==> config.mk <==
export PLATFORM = sky130hd
export DESIGN_NAME = tug_of_war_referee
export DESIGN_NICKNAME = d
export VERILOG_FILES = /design/src/rtl/tow_pkg.sv /design/src/rtl/key_edge_sync.sv /design/src/rtl/tug_of_war_referee.sv
export SDC_FILE = /design/constraint.sdc
export NUM_CORES = 1
export LEC_CHECK = 0
export CAP_MARGIN = 20
export CORE_MARGIN = 5
export CORE_UTILIZATION = 45
export CTS_CLUSTER_DIAMETER = 50
export DETAILED_ROUTE_END_ITERATION = 10
export PLACE_DENSITY = 0.72
export SKIP_CTS_REPAIR_TIMING = 1
export SYNTH_ARGS = -nofsm -noshare
export SYNTH_HDL_FRONTEND = slang
export SYNTH_SLANG_ARGS = --single-unit
==> constraint.sdc <==
create_clock -name clk -period 2 [get_ports clk]
set_clock_uncertainty 0.15 [all_clocks]
set_input_delay 0.2 -clock clk [delete_from_list [all_inputs] [get_ports clk]]
set_output_delay 0.2 -clock clk [all_outputs]
set_load 0.1 [all_outputs]
==> src/rtl/tow_pkg.sv <==
// tow_pkg: shared FSM state and winner encodings for the tug-of-war referee.
package tow_pkg;
    typedef enum logic [1:0] {S_FIELD_RST, S_PLAY, S_HOLD, S_MATCH_OVER} state_t;
    typedef enum logic [1:0] {W_NONE = 2'd0, W_LEFT = 2'd1, W_RIGHT = 2'd2} winner_t;
endpackage

==> src/rtl/key_edge_sync.sv <==
// key_edge_sync: two-flop synchroniser plus rising-edge detector for one raw key.
module key_edge_sync (
    input  logic clk,
    input  logic reset,
    input  logic key_raw,
    output logic ev
);
    logic [2:0] sync_q;
    always_ff @(posedge clk or negedge reset) begin
        if (!reset) sync_q <= '0;
        else        sync_q <= {sync_q[1:0], key_raw};
    end
    assign ev = sync_q[1] & ~sync_q[2];
endmodule

==> src/rtl/tug_of_war_referee.sv <==
// tug_of_war_referee: key conditioning, point detection, scoring and match control for the light field.
module tug_of_war_referee
    import tow_pkg::*;
#(
    parameter int NUM_LIGHTS   = 9,
    parameter int SCORE_W      = 3,
    parameter int MATCH_POINTS = 7,
    parameter int HOLD_CYCLES  = 4
) (
    input  logic                  clk,
    input  logic                  reset,
    input  logic                  key_l,
    input  logic                  key_r,
    input  logic                  new_match,
    input  logic [NUM_LIGHTS-1:0] light_vec,
    output logic                  press_l,
    output logic                  press_r,
    output logic                  field_reset,
    output logic [SCORE_W-1:0]    score_l,
    output logic [SCORE_W-1:0]    score_r,
    output logic [1:0]            winner,
    output logic                  match_over
);
    localparam int HW = $clog2(HOLD_CYCLES + 1);

    logic ev_l, ev_r, lone_l, lone_r;
    state_t state_q, state_d;
    winner_t winner_q, winner_d;
    logic [HW-1:0] hold_q, hold_d;
    logic [SCORE_W-1:0] score_l_q, score_l_d, score_r_q, score_r_d, sl_inc, sr_inc;
    logic press_l_q, press_l_d, press_r_q, press_r_d;
    logic field_reset_q, field_reset_d, match_over_q, match_over_d;

    key_edge_sync u_sync_l (.clk(clk), .reset(reset), .key_raw(key_l), .ev(ev_l));
    key_edge_sync u_sync_r (.clk(clk), .reset(reset), .key_raw(key_r), .ev(ev_r));

    // Simultaneous events cancel each other.
    assign lone_l = ev_l & ~ev_r;
    assign lone_r = ev_r & ~ev_l;
    assign sl_inc = score_l_q + SCORE_W'(1);
    assign sr_inc = score_r_q + SCORE_W'(1);

    always_comb begin
        state_d   = state_q;
        hold_d    = hold_q;
        score_l_d = score_l_q;
        score_r_d = score_r_q;
        winner_d  = winner_q;
        press_l_d = 1'b0;
        press_r_d = 1'b0;
        case (state_q)
            S_FIELD_RST: state_d = S_PLAY;
            S_PLAY: begin
                if (lone_l && light_vec[NUM_LIGHTS-1]) begin
                    score_l_d = sl_inc;
                    if (sl_inc == SCORE_W'(MATCH_POINTS)) begin
                        winner_d = W_LEFT;
                        state_d  = S_MATCH_OVER;
                    end else begin
                        state_d = S_HOLD;
                        hold_d  = HW'(HOLD_CYCLES - 1);
                    end
                end else if (lone_r && light_vec[0]) begin
                    score_r_d = sr_inc;
                    if (sr_inc == SCORE_W'(MATCH_POINTS)) begin
                        winner_d = W_RIGHT;
                        state_d  = S_MATCH_OVER;
                    end else begin
                        state_d = S_HOLD;
                        hold_d  = HW'(HOLD_CYCLES - 1);
                    end
                end else begin
                    press_l_d = lone_l;
                    press_r_d = lone_r;
                end
            end
            S_HOLD: begin
                if (hold_q == '0) state_d = S_FIELD_RST;
                else              hold_d  = hold_q - HW'(1);
            end
            S_MATCH_OVER: begin
                if (new_match) begin
                    score_l_d = '0;
                    score_r_d = '0;
                    winner_d  = W_NONE;
                    state_d   = S_FIELD_RST;
                end
            end
            default: state_d = S_FIELD_RST;
        endcase
        field_reset_d = (state_d == S_FIELD_RST);
        match_over_d  = (state_d == S_MATCH_OVER);
    end

    always_ff @(posedge clk or negedge reset) begin
        if (!reset) begin
            state_q       <= S_FIELD_RST;
            hold_q        <= '0;
            score_l_q     <= '0;
            score_r_q     <= '0;
            winner_q      <= W_NONE;
            press_l_q     <= 1'b0;
            press_r_q     <= 1'b0;
            field_reset_q <= 1'b1;
            match_over_q  <= 1'b0;
        end else begin
            state_q       <= state_d;
            hold_q        <= hold_d;
            score_l_q     <= score_l_d;
            score_r_q     <= score_r_d;
            winner_q      <= winner_d;
            press_l_q     <= press_l_d;
            press_r_q     <= press_r_d;
            field_reset_q <= field_reset_d;
            match_over_q  <= match_over_d;
        end
    end

    assign press_l     = press_l_q;
    assign press_r     = press_r_q;
    assign field_reset = field_reset_q;
    assign score_l     = score_l_q;
    assign score_r     = score_r_q;
    assign winner      = winner_q;
    assign match_over  = match_over_q;
endmodule
# Yosys cells after proc, flatten, opt, wreduce, memory -nomap -nowiden
# Cells that the tools add are included.
[word_totals]
regBits = 23
input_bits = 14
out_inout_bits = 12
elab_cells = 80
[classes]
add_sub_neg = 3
n_eq_ne = 16
muxes = 31
bitwise_logic = 8
reduce_logical = 11
[ops]
columns = ["operator", "count"]
rows = [
  ["two-way mux 3 bit", 9],
  ["two-way mux 2 bit", 9],
  ["one-hot mux 3 bit (2 select lines)", 3],
  ["!= test 3 bit, second input constant", 5],
  ["!= test 2 bit, second input constant", 5],
  ["AND reduction 5 bit", 2],
  ["two-way mux 1 bit", 8],
  ["one-hot mux 2 bit (4 select lines)", 1],
  ["adder 3 x 1 -> 3 bit, second input constant", 2],
  ["equality test 2 bit, second input constant", 3],
  ["equality test 3 bit, second input constant", 2],
  ["AND 1 bit", 4],
  ["logical NOT 2 bit", 2],
  ["NOT 1 bit", 4],
  ["one-hot mux 2 bit (2 select lines)", 1],
  ["AND reduction 4 bit", 1],
  ["nonzero test 2 bit", 2],
  ["logical NOT 3 bit", 1],
  ["AND reduction 3 bit", 1],
  ["subtractor 3 x 1 -> 3 bit, second input constant", 1],
  ["equality test 2 x 1 -> 1 bit, second input constant", 1],
  ["logical AND 1 bit", 2],
]

# Longest topological paths before layout
# Gate-level depths: netlist (run 1).
[logic_depth]
depth_word = 9
depth_mapped = 6
mapped_depth_nobuf = 6

# By module
# A second synthesis (run 1) with hierarchy kept.
[unflattened]
cells_unflattened = 107
area_unflattened_um2 = 1202.4
[modules_own_cells]
columns = ["module", "n_inst", "cells_each", "area_each_um2", "seq_area_each_um2"]
rows = [
  ["tug_of_war_referee", 1, 99, 1024.7, 426.7],
  ["key_edge_sync", 2, 4, 88.8, 75.1],
]

# Least setup slack after synthesis (run 1)
# No wires, ideal clock.
[synth_timing]
path_kind = "register to register"
startpoint = "register score_r_q[1], in the netlist score_r[1]"
endpoint = "register match_over_q, in the netlist match_over"
setup_time_ns = 0.135
t_arrival_ns = 2.113
t_required_ns = 1.715
slack_ns = -0.398
stages_incl_launch_ff = 6
n_path_buf = 0
synth_period_minus_slack_ns = 2.398
path_cell_list = "dfrtp_1 ha_1 xor2_1 a2111oi_1 o31ai_2 a21boi_1"
[synth_between]
elab_chain_len = 7
[synth_lines]
columns = ["item", "line", "source"]
rows = [
  ["from (decl)", "tug_of_war_referee.sv:30", "logic [SCORE_W-1:0] score_l_q, score_l_d, score_r_q, score_r_d, sl_inc, sr_inc;"],
  ["from (signal assigned)", "tug_of_war_referee.sv:110", "score_r_q <= score_r_d;"],
  ["adder 3 x 1 -> 3 bit", "tug_of_war_referee.sv:41", "assign sr_inc = score_r_q + SCORE_W'(1);"],
  ["equality test 3 bit", "tug_of_war_referee.sv:65", "if (sr_inc == SCORE_W'(MATCH_POINTS)) begin"],
  ["two-way mux 1 bit", "tug_of_war_referee.sv:65", ""],
  ["two-way mux 2 bit", "tug_of_war_referee.sv:63", "end else if (lone_r && light_vec[0]) begin"],
  ["two-way mux 2 bit", "tug_of_war_referee.sv:54", "if (lone_l && light_vec[NUM_LIGHTS-1]) begin"],
  ["one-hot mux 2 bit (4 select lines)", "tug_of_war_referee.sv:51", "case (state_q)"],
  ["named net state_d[0]", "tug_of_war_referee.sv:27", "state_t state_q, state_d;"],
  ["equality test 2 bit", "tug_of_war_referee.sv:92", "match_over_d = (state_d == S_MATCH_OVER);"],
  ["named net match_over_d", "tug_of_war_referee.sv:32", "logic field_reset_q, field_reset_d, match_over_q, match_over_d;"],
  ["to (signal assigned)", "tug_of_war_referee.sv:115", "match_over_q <= match_over_d;"],
  ["to (decl)", "tug_of_war_referee.sv:32", ""],
]
# The timed path passes the listed nets, and every way through them passes these cells.
# A chain may end at the register's enable or synchronous reset.

# Final worst setup path (run 1)
[layout_timing]
startpoint = "register score_l_q[0], in the netlist score_l[0]"
endpoint = "register hold_q[2]"
[layout_between]
elab_chain_len = 4
[layout_lines]
columns = ["item", "line", "source"]
rows = [
  ["from (decl)", "tug_of_war_referee.sv:30", ""],
  ["from (signal assigned)", "tug_of_war_referee.sv:109", "score_l_q <= score_l_d;"],
  ["adder 3 x 1 -> 3 bit", "tug_of_war_referee.sv:40", "assign sl_inc = score_l_q + SCORE_W'(1);"],
  ["equality test 3 bit", "tug_of_war_referee.sv:56", "if (sl_inc == SCORE_W'(MATCH_POINTS)) begin"],
  ["!= test 3 bit (no source line)", "--", ""],
  ["AND reduction 5 bit (no source line)", "--", ""],
  ["to (signal assigned)", "tug_of_war_referee.sv:108", "hold_q <= hold_d;"],
  ["to (decl)", "tug_of_war_referee.sv:29", "logic [HW-1:0] hold_q, hold_d;"],
]
# Every way passes these cells.

==> results of run 1 <==
[layout make-up]
type | instances | area (µm²) | share of cell area
Tap cell | 31 | 38.79 | 0.02522
Sequential cell | 23 | 594.3 | 0.3865
Multi-Input combinational cell | 79 | 621.8 | 0.4044
Inverter | 9 | 33.78 | 0.02197
Clock buffer | 4 | 26.28 | 0.01709
Timing Repair Buffer | 26 | 222.7 | 0.1448
[stage by stage]
stage | area, µm² | std cells | hold WS (ns) | util | setup slack [ns]
2_1_floorplan | 1261 | 115 | -0.2456 | - | 0.01818
6_report | 1538 | 172 | 0.05997 | 0.5724 | 0.1193
4_1_cts | 1503 | 170 | 0.07347 | 0.5594 | 0.08348
5_1_grt | 1538 | 172 | 0.1052 | 0.5724 | 0.05293
3_3_place_gp | 1476 | 166 | 0.1857 | 0.5496 | 0.1165
3_5_place_dp | 1476 | 166 | 0.1864 | 0.5496 | 0.1209
[worst max-delay path by stage]
stage / start / to / slack (ns) / cells after the start
after floorplan: score_l[1] / hold_q[2] / 0.02 / 5
after global placement: score_r[0] / match_over / 0.12 / 5
after detailed placement: score_r[1] / match_over / 0.12 / 5
after CTS: score_r[1] / match_over / 0.08 / 5
after global routing: score_r[0] / match_over / 0.05 / 6
final: score_l[0] / hold_q[2] / 0.12 / 5
[flip-flops by register name, summed over array words and instances (netlist names)]
register / flops
score_l: 3
u_sync_r.sync_q: 3
press_r: 1
u_sync_l.sync_q: 3
hold_q: 3
winner: 2
field_reset: 1
match_over: 1
state_q: 2
press_l: 1
score_r: 3
[synthesized netlist by cell type, drive strengths merged (2+ instances only)]
cell type / number
dfrtp: 22
nand2: 11
inv: 9
o21ai: 7
ha: 6
nor2b: 5
buf: 4
nand2b: 4
nand4: 4
a21oi: 3
a22o: 3
mux2i: 3
nor3: 3
a2111oi: 2
a2bb2oi: 2
nand3: 2
nor2: 2
nor4: 2
o311ai: 2
o31ai: 2
xor2: 2
[layer usage]
| layer | vias to the layer above | routed length, µm |
|---|---|---|
| li1 | 476 | - |
| met1 | 454 | 1205 |
| met2 | 27 | 1141 |
| met3 | 8 | 114 |
| met4 | 0 | 78 |
| met5 | - | 0 |
[cell families (layout without fill, tap and decap cells)]
| group | after synthesis | count (layout) | synth area share |
|---|---|---|---|
| adder cells (fa/ha/maj) | 6 | 6 | 0.06122 |
| XOR/XNOR | 2 | 2 | 0.01429 |
| buffers and inverters | 13 | 39 | 0.05305 |
| flip-flops | 23 | 23 | 0.4704 |
| AO/OA/AOI/OAI | 31 | 31 | 0.2010 |
| AND/OR/NAND/NOR | 37 | 37 | 0.1755 |
| multiplexers | 3 | 3 | 0.02449 |
==> impl_metrics.yaml, run 1 <==
outcome:
  status: "finished clean"
clocking:
  cts_made_buffers: 3
  cts_tree: "done"
  h-tree-depth: 1
  cts.clk_slew.worst_paths_ns: 0.13
  root_buffer: "clkbuf_4"
  clockBufferDepth: 2
  clkLatencyLatePin_ns: 0.32
  clock-sinks: 23
die:
  die_w_um: 62.20
  core_mm2: 0.002686
  start_util: 0.4565
  core.rowCount: 19
  die_h_um: 62.20
  die_area_mm2: 0.003869
  num_io_pins: 26
global_routing:
  grt_usage: 0.1382
  met3_usage: 0.02342
  grt-busiest-layer: "met2"
  first_global_vias: 950
  grt_max_degree: 24
  grt_antenna_before_repair: 0
  grt-ovfl-total: 0
  grt_pass1_wl_um: 4360
  use_met1: 0.1888
  grt_use_met2: 0.2060
synthesis:
  ys_async_sr_fraction: 1.000
  synth_nets: 135
  ys.flop_type: "dfrtp_1"
  synth_area_leader_cell: "dfrtp_1"
  syn_area_mm2: 0.001226
  syn_inst: 115
  ys_types: 43
  syn_area_per_cell_um2: 10.66
  synth_warnings: 0
  synth_seq_area_share: 0.4704
  synth_edf_count: 0
  yosysTopAreaCellShare: 0.4490
  ys_seq_elements: 23
  synthTopCellsByArea: "dfrtp_1 (45%), ha_1 (6.1%), nand2_1 (3.4%)"
setup_path:
  cp_data_required_time_ns: 2.07
  arrival_ns: 1.95
  reg2regPathDepth: 5
  r2r-start: "score_l[0]"
  max_stage_delay_ns: 0.53
  path_cells: "ha_4, xor2_1, and3_1, a221o_1, o21ba_1"
  critPathKind: "flip-flop to flip-flop"
  cp_max_fo: 4
  worstPathBufferInverterCount: 0
  cp_top_family: "flip-flops"
  critPathSlowestCell: "dfrtp_4"
  r2r_slack_ns: 0.12
  r2r-end: "hold_q[2]"
  critPathLaunchType: "flip-flop"
  endpoint_kind: "flip-flop"
drt:
  routed_wl_um: 2539
  drt_iter0_drc: 28
  dr_total_vias: 965
  drc: 0
  via_per_inst: 5.610
  antenna_left: 0
  firstDrtPassIters: 4
  wl_per_cell_um: 14.76
sta:
  finalSetupViolations: 0
  drv_slew: 0
  fin_crit_ns: 1.881
  max_freq_ghz: 0.5317
  maxSlewHeadroom: 0.7152
  tns_ns: 0
  worst_slew_pin_slew_ns: 0.4240
  period_share: 0.9403
  hold_viol_final: 0
  rsz0062_at_grt: "no"
cells_and_area:
  syn_to_final_growth_pct: 25.41
  final_common_cell: "buf_4"
  drive_gt1_frac: 0.2908
  fin_nets: 162
  mostFrequentLayoutCells: "buf_4 (19), dfrtp_1 (16), nand2_1 (11)"
  fill_cells: 234
  n_antenna_cell: 0
min_path:
  holdCritPathClass: "input pin to async pin"
placed_design:
  hpwlAfterDp_um: 1905
  port-buffer-count: 18
  gp_congestion: 0.8574
run:
  max-cap-violations: 0
Power of run 1 is not shown: default switching activity piles up to over one toggle a cycle in this logic, so the estimate is an artifact.
==> run 2, diff against run 1 <==
- SLEW_MARGIN: not set -> 20
==> results of run 2 <==
Same layout as run 1: the final DEF is identical, and so are final timing and power.
Power of run 2 is left out for the same reason.
==> run 3, diff against run 2 <==
- CAP_MARGIN: 20 -> 30
- CORE_MARGIN: 5 -> not set
- SYNTH_HIERARCHICAL: not set -> 1
==> run 3 against run 2 <==
Effect of this change: die area is 25% lower; sequential share of layout area increased by 1.7 points; global-route usage up 4.5 points; worst setup slack got worse by 0.028 ns; critical endpoint is now hold_q[0]; non-clock buffer count fell by 5; register-to-register slack lost 0.03 ns; first-iteration DRC count fell by 79%; wire length shrank 17%; synthesized cell count is 7.0% lower; via count shrank 12%; utilization increased by 1.2 points.
==> impl_metrics.yaml, run 3 <==
synthesis:
  synth_nets: 127
  netlist_top_cells_count: "dfrtp_1 (22), inv_1 (9), nand2_1 (9), o21ai_1 (9), a21oi_1 (7)"
  ys_seq_elements: 23
  syn_area_mm2: 0.001202
  synth_area_leader_cell: "dfrtp_1"
  yosysTopAreaCellShare: 0.4579
  ys_types: 40
  synth_most_common_cell: "dfrtp_1"
  synthTopCellsByArea: "dfrtp_1 (46%), ha_1 (6.2%), o21ai_1 (3.7%)"
  ys.flop_type: "dfrtp_1"
  synth_seq_area_share: 0.4797
  synth_edf_count: 0
  ys_async_sr_fraction: 1.000
  syn_area_per_cell_um2: 11.24
  syn_inst: 107
  synth_warnings: 6
clocking:
  cts.clk_slew.worst_paths_ns: 0.12
  cts_made_buffers: 3
  cts_tree: "done"
  h-tree-depth: 1
  clock-sinks: 23
  root_buffer: "clkbuf_4"
  clockBufferDepth: 2
  clkLatencyLatePin_ns: 0.31
pwr:
  power_density_mw_per_mm2: 1617
  ir_drop_uv: 1130
  p_leak_nw: 0.6889
setup_path:
  critPathKind: "flip-flop to flip-flop"
  cp_data_required_time_ns: 2.06
  cp_max_fo: 6
  endpoint_kind: "flip-flop"
  max_stage_delay_ns: 0.52
  path_cells: "ha_1, xor2_4, nand4_2, o211ai_2, mux2_4"
  arrival_ns: 1.97
  critPathSlowestCell: "dfrtp_4"
  critPathLaunchType: "flip-flop"
  reg2regPathDepth: 5
drt:
  dr_total_vias: 852
  via_per_inst: 5.292
  routed_wl_um: 2097
  firstDrtPassIters: 4
  wl_per_cell_um: 13.02
  antenna_left: 0
  drt_iter0_drc: 6
  drc: 0
sta:
  hold_viol_final: 0
  fin_crit_ns: 1.909
  drv_slew: 0
  period_share: 0.9545
  maxSlewHeadroom: 0.7916
  tns_ns: 0
  rsz0062_at_grt: "no"
  fin_hold_ws_ns: 0.07322
  finalSetupViolations: 0
  max_freq_ghz: 0.5238
  fin_ws_ns: 0.09101
  worst_slew_pin_slew_ns: 0.3126
die:
  core.rowCount: 18
  die_w_um: 53.69
  num_io_pins: 26
  core_mm2: 0.002500
  die_area_mm2: 0.002883
  start_util: 0.4810
  die_h_um: 53.69
global_routing:
  grt_usage: 0.1836
  grt_antenna_before_repair: 0
  grt_pass1_wl_um: 3629
  grt-ovfl-total: 0
  first_global_vias: 830
  grt_max_degree: 24
placed_design:
  placed_cells_incl_taps: 157
  gp_congestion: 0.7839
  hpwlAfterDp_um: 1616
  postPlaceCellArea_mm2: 0.001433
  post-place-ws_ns: 0.05026
  port-buffer-count: 18
cells_and_area:
  n_antenna_cell: 0
  fin_nets: 152
  mostFrequentLayoutCells: "dfrtp_1 (16), buf_4 (14), inv_1 (9), o21ai_1 (9), nand2_1 (9)"
  instances_no_fill: 161
  final_common_cell: "dfrtp_1"
  fin_area_mm2: 0.001460
  syn_to_final_growth_pct: 21.44
  drive_gt1_frac: 0.2977
min_path:
  holdCritPathClass: "input pin to async pin"
outcome:
  status: "finished clean"
run:
  max-cap-violations: 0
[run 3: changes by cell type in the layout (fill, tap and decap cells not counted), moves of 3 or more]
cell     previous run  this run
a21oi_1             3         7
buf_4              19        14
mux2i_1             3         0
nand4_1             4         1
nor2_1              2         5
nor2b_1             5         1
o21ai_0             6         1
o21ai_1             1         9
[run 3: worst max-delay path, delay by kind of cell, from the launching register on]
kind / cells / cell delay (ns)
AOI/OAI and AO/OA: 1 / 0.16
adders and majority gates: 1 / 0.30
and+or+nand+nor: 1 / 0.14
muxes: 1 / 0.33
xor gates and xnor gates: 1 / 0.21
DFF: 1 / 0.52
[run 3: layout make-up]
cell class,count,area [µm²]
Timing Repair Buffer,21,185.2
Clock inverter,1,5.005
Fill cell,213,1040
Inverter,10,37.54
Clock buffer,3,22.52
Multi-Input combinational cell,73,583.1
Sequential cell,23,589.3
Tap cell,30,37.54
[run 3: logic make-up after synthesis]
| family | after synthesis | share of synthesized area |
|---|---|---|
| multiplexers | 2 | 0.02497 |
| adder cells (fa/ha/maj) | 6 | 0.06243 |
| flip-flops | 23 | 0.4797 |
| AO/OA/AOI/OAI | 29 | 0.1665 |
| AND/OR/NAND/NOR | 34 | 0.2009 |
| XOR/XNOR | 2 | 0.03018 |
| buffers and inverters | 11 | 0.03537 |
[run 3: final timing paths]
check                                   startpoint            endpoint  slack [ns]
worst max-delay path                    score_l[0]           hold_q[0]        0.09
worst min-delay path                         reset  u_sync_l/sync_q[1]        0.07
worst max register to register          score_l[0]           hold_q[0]        0.09
worst min register to register  u_sync_r/sync_q[0]  u_sync_r/sync_q[1]        0.21
max in group asynchronous                    reset         field_reset        1.35
min in group clk                             key_r  u_sync_r/sync_q[0]        0.17
[run 3: power breakdown]
group          switching, mW  internal (mW)  total, mW  leakage [nW]
clock network          0.134         0.0747      0.209        0.0177
logic                  0.983          0.392       1.37         0.402
registers              0.161          0.616      0.778         0.270
total                   1.28           1.08       2.36         0.689
[run 3: per-stage QoR]
step / total power, mW / utilization
2_1_floorplan: 1.834 / -
3_3_place_gp: 2.140 / 0.5731
3_5_place_dp: 2.170 / 0.5731
4_1_cts: 2.383 / 0.5841
5_1_grt: 2.514 / 0.5841
6_report: 2.361 / 0.5841
[run 3: per-layer routing]
metal | vias up | part of all wire | track usage
met2 | 13 | 0.47 | 0.3025
met4 | 0 | 0.012 | 0.06579
li1 | 428 | - | -
met3 | 2 | 0.043 | 0.06215
met5 | - | 0 | 0
met1 | 409 | 0.47 | 0.2206
(Power assumes the default switching activity.)
==> RTL edit (flow settings as in run 2) <==
Put one more register stage on the output `score_l`, cleared by the reset. The value now appears one clock later. The other outputs are not delayed to match.
--- a/src/rtl/tug_of_war_referee.sv
+++ b/src/rtl/tug_of_war_referee.sv
@@ -121,3 +121,9 @@
     assign field_reset = field_reset_q;
-    assign score_l     = score_l_q;
+    always_ff @(posedge clk or negedge reset) begin
+        if (!reset) begin
+            score_l <= '0;
+        end else begin
+            score_l <= score_l_q;
+        end
+    end
     assign score_r     = score_r_q;
Check against the original RTL: not equivalent (Yosys sat finds a counterexample within 4 cycles, from zero or initial values and one cycle with reset low).
==> RTL edit against run 2 <==
Cell area decreased by 5.3%; final cell count is 4.1% lower; count of clock-buffer cells in the layout unchanged; sequential cell count is 3 higher; wire length down 10%; non-clock buffer count fell by 5; synthesized area shrank 2.4%; worst setup slack got worse by 0.0069 ns; via count decreased by 5.8%; largest cell class is now flip-flops and latches.
==> RTL edit: results (changes against run 2) <==
| Metric | Value |
|---|---|
| Main synth FF type | dfrtp_1 |
| P_leak | 0.654 nW |
| Fraction of layout cells with a size suffix above 1 | 22.2% (-6.9 points) |
| VDD IR max | 1130 uV |
| GRT Total Usage | 14.2% (+0.34 points) |
| Layout Nets | 156 (-3.7%) |
| CP max-delay cell | dfrtp_4 |
| Inserted Clock Buffers | 3 (unchanged) |
| Clock root buffer | clkbuf_4 |
| Slew HR | 76.6% (+5.1 points) |
| Wire per inst | 13.8 um (-6.4%) |
| Worst Hold Margin | 0.0658 ns (+0.00578 ns) |
| Clk_lat worst skew | 0.32 ns (about the same) |
| Synth unique cells | 35 (-19%) |
| DP Wirelength | 1720 um (-9.9%) |
| Placed Area | 0.00141 sq mm (-4.3%) |
| Status | completed |
| HP Class | primary input to async pin |
| Delay-heaviest family, CP | flip-flops |
| CP peak stage delay | 0.53 ns (about the same) |
| Fin crit period | 1.89 ns (+0.00693 ns) |
| Longest Clk Path Bufs | 2 (unchanged) |
| Ys Warns | 0 (unchanged) |
| DRT Pass-1 Iters | 4 (unchanged) |
| Port Buffer Count | 18 (unchanged) |
| Combinational share of power | 55.9% |
| Largest net degree at the start of global routing | 27 (+13%) |
| Reg2reg setup slack | 0.11 ns |
| Leading post-synthesis cells by cell area | dfrtp_1 (52%), ha_1 (6.3%), nand2_1 (4.7%) |
| First-pass GRT wire length | 3870 um (-11%) |
| Vias in the first global route | 908 (-4.4%) |
| Synth cell count leaders | dfrtp_1 (25), nand2_1 (15), a21oi_1 (10) |
| Critical path fanouts, max | 6 (+2) |
| Internal power | 0.00116 W |
| Number of diodes | 0 (unchanged) |
| H-tree Lvls | 1 (unchanged) |
| Routed vias | 909 (-5.8%) |
| Placer Congestion | 0.798 (-7.0%) |
| DR iter-0 viols | 21 (-25%) |
| Clock transition at path regs | 0.14 ns |
| Pre-CTS WS | 0.0838 ns (-0.0371 ns) |
| Sequential area share after synthesis | 54.5% (+7.5 points) |
| Sequential share of power | 35.0% |
| Post-Syn Nets | 132 (-2.2%) |
-- RTL edit: per-stage QoR --
| stage | instances | total power [W] |
|---|---|---|
| after CTS | 165 | 0.00249 |
| after floorplan | 112 | 0.00192 |
| after detailed placement | 161 | 0.00225 |
| after global routing | 165 | 0.00262 |
| after global placement | 161 | 0.00221 |
| final | 165 | 0.00247 |
-- RTL edit: kinds of logic (layout without fill, tap and decap cells) --
group	count (synthesis)	after routing	share of synthesized area, %
and+or+nand+nor	41	41	18.1
xor gates and xnor gates	2	2	1.46
AOI/OAI and AO/OA	28	28	16.2
buffers and inverters	9	32	3.45
DFF	26	26	54.5
adders and majority gates	6	6	6.28
-- RTL edit: final timing paths --
| kind | endpoint | start | depth (start not counted) |
|---|---|---|---|
| max | winner[1] | score_r[0] | 6 |
| max in group asynchronous | field_reset | reset | 2 |
| min in group clk | u_sync_l.sync_q[0] | key_l | 1 |
| max reg2reg | winner[1] | score_r[0] | 6 |
| min | score_r[1] | reset | 2 |
| min reg2reg | u_sync_r.sync_q[1] | u_sync_r.sync_q[0] | 0 |
-- RTL edit: final cells by class --
cell class / instances / area (sq um)
flip-flops and latches: 26 / 661
multi-input cells: 77 / 520
clock buffers: 4 / 26.3
repair buffers: 21 / 185
well taps: 30 / 37.5
fillers: 214 / 1040
inverters: 7 / 26.3
-- RTL edit: worst register-to-register path, stage by stage, from the launching register on --
cell,delay (ns)
dfrtp_4,0.53
ha_1,0.25
xor2_1,0.14
nand2_1,0.15
o22ai_2,0.23
nor3b_1,0.08
a221o_1,0.26
-- RTL edit: routing by layer --
layer  GRT usage, %  vias up  share of wire (%)  wire, um
li1               -      449                  -         -
met1           17.2      436                 43       973
met2           23.2       17                 50      1140
met3           3.77        7                5.0       114
met4           6.97        0                2.0        46
met5              0        -                  0         0
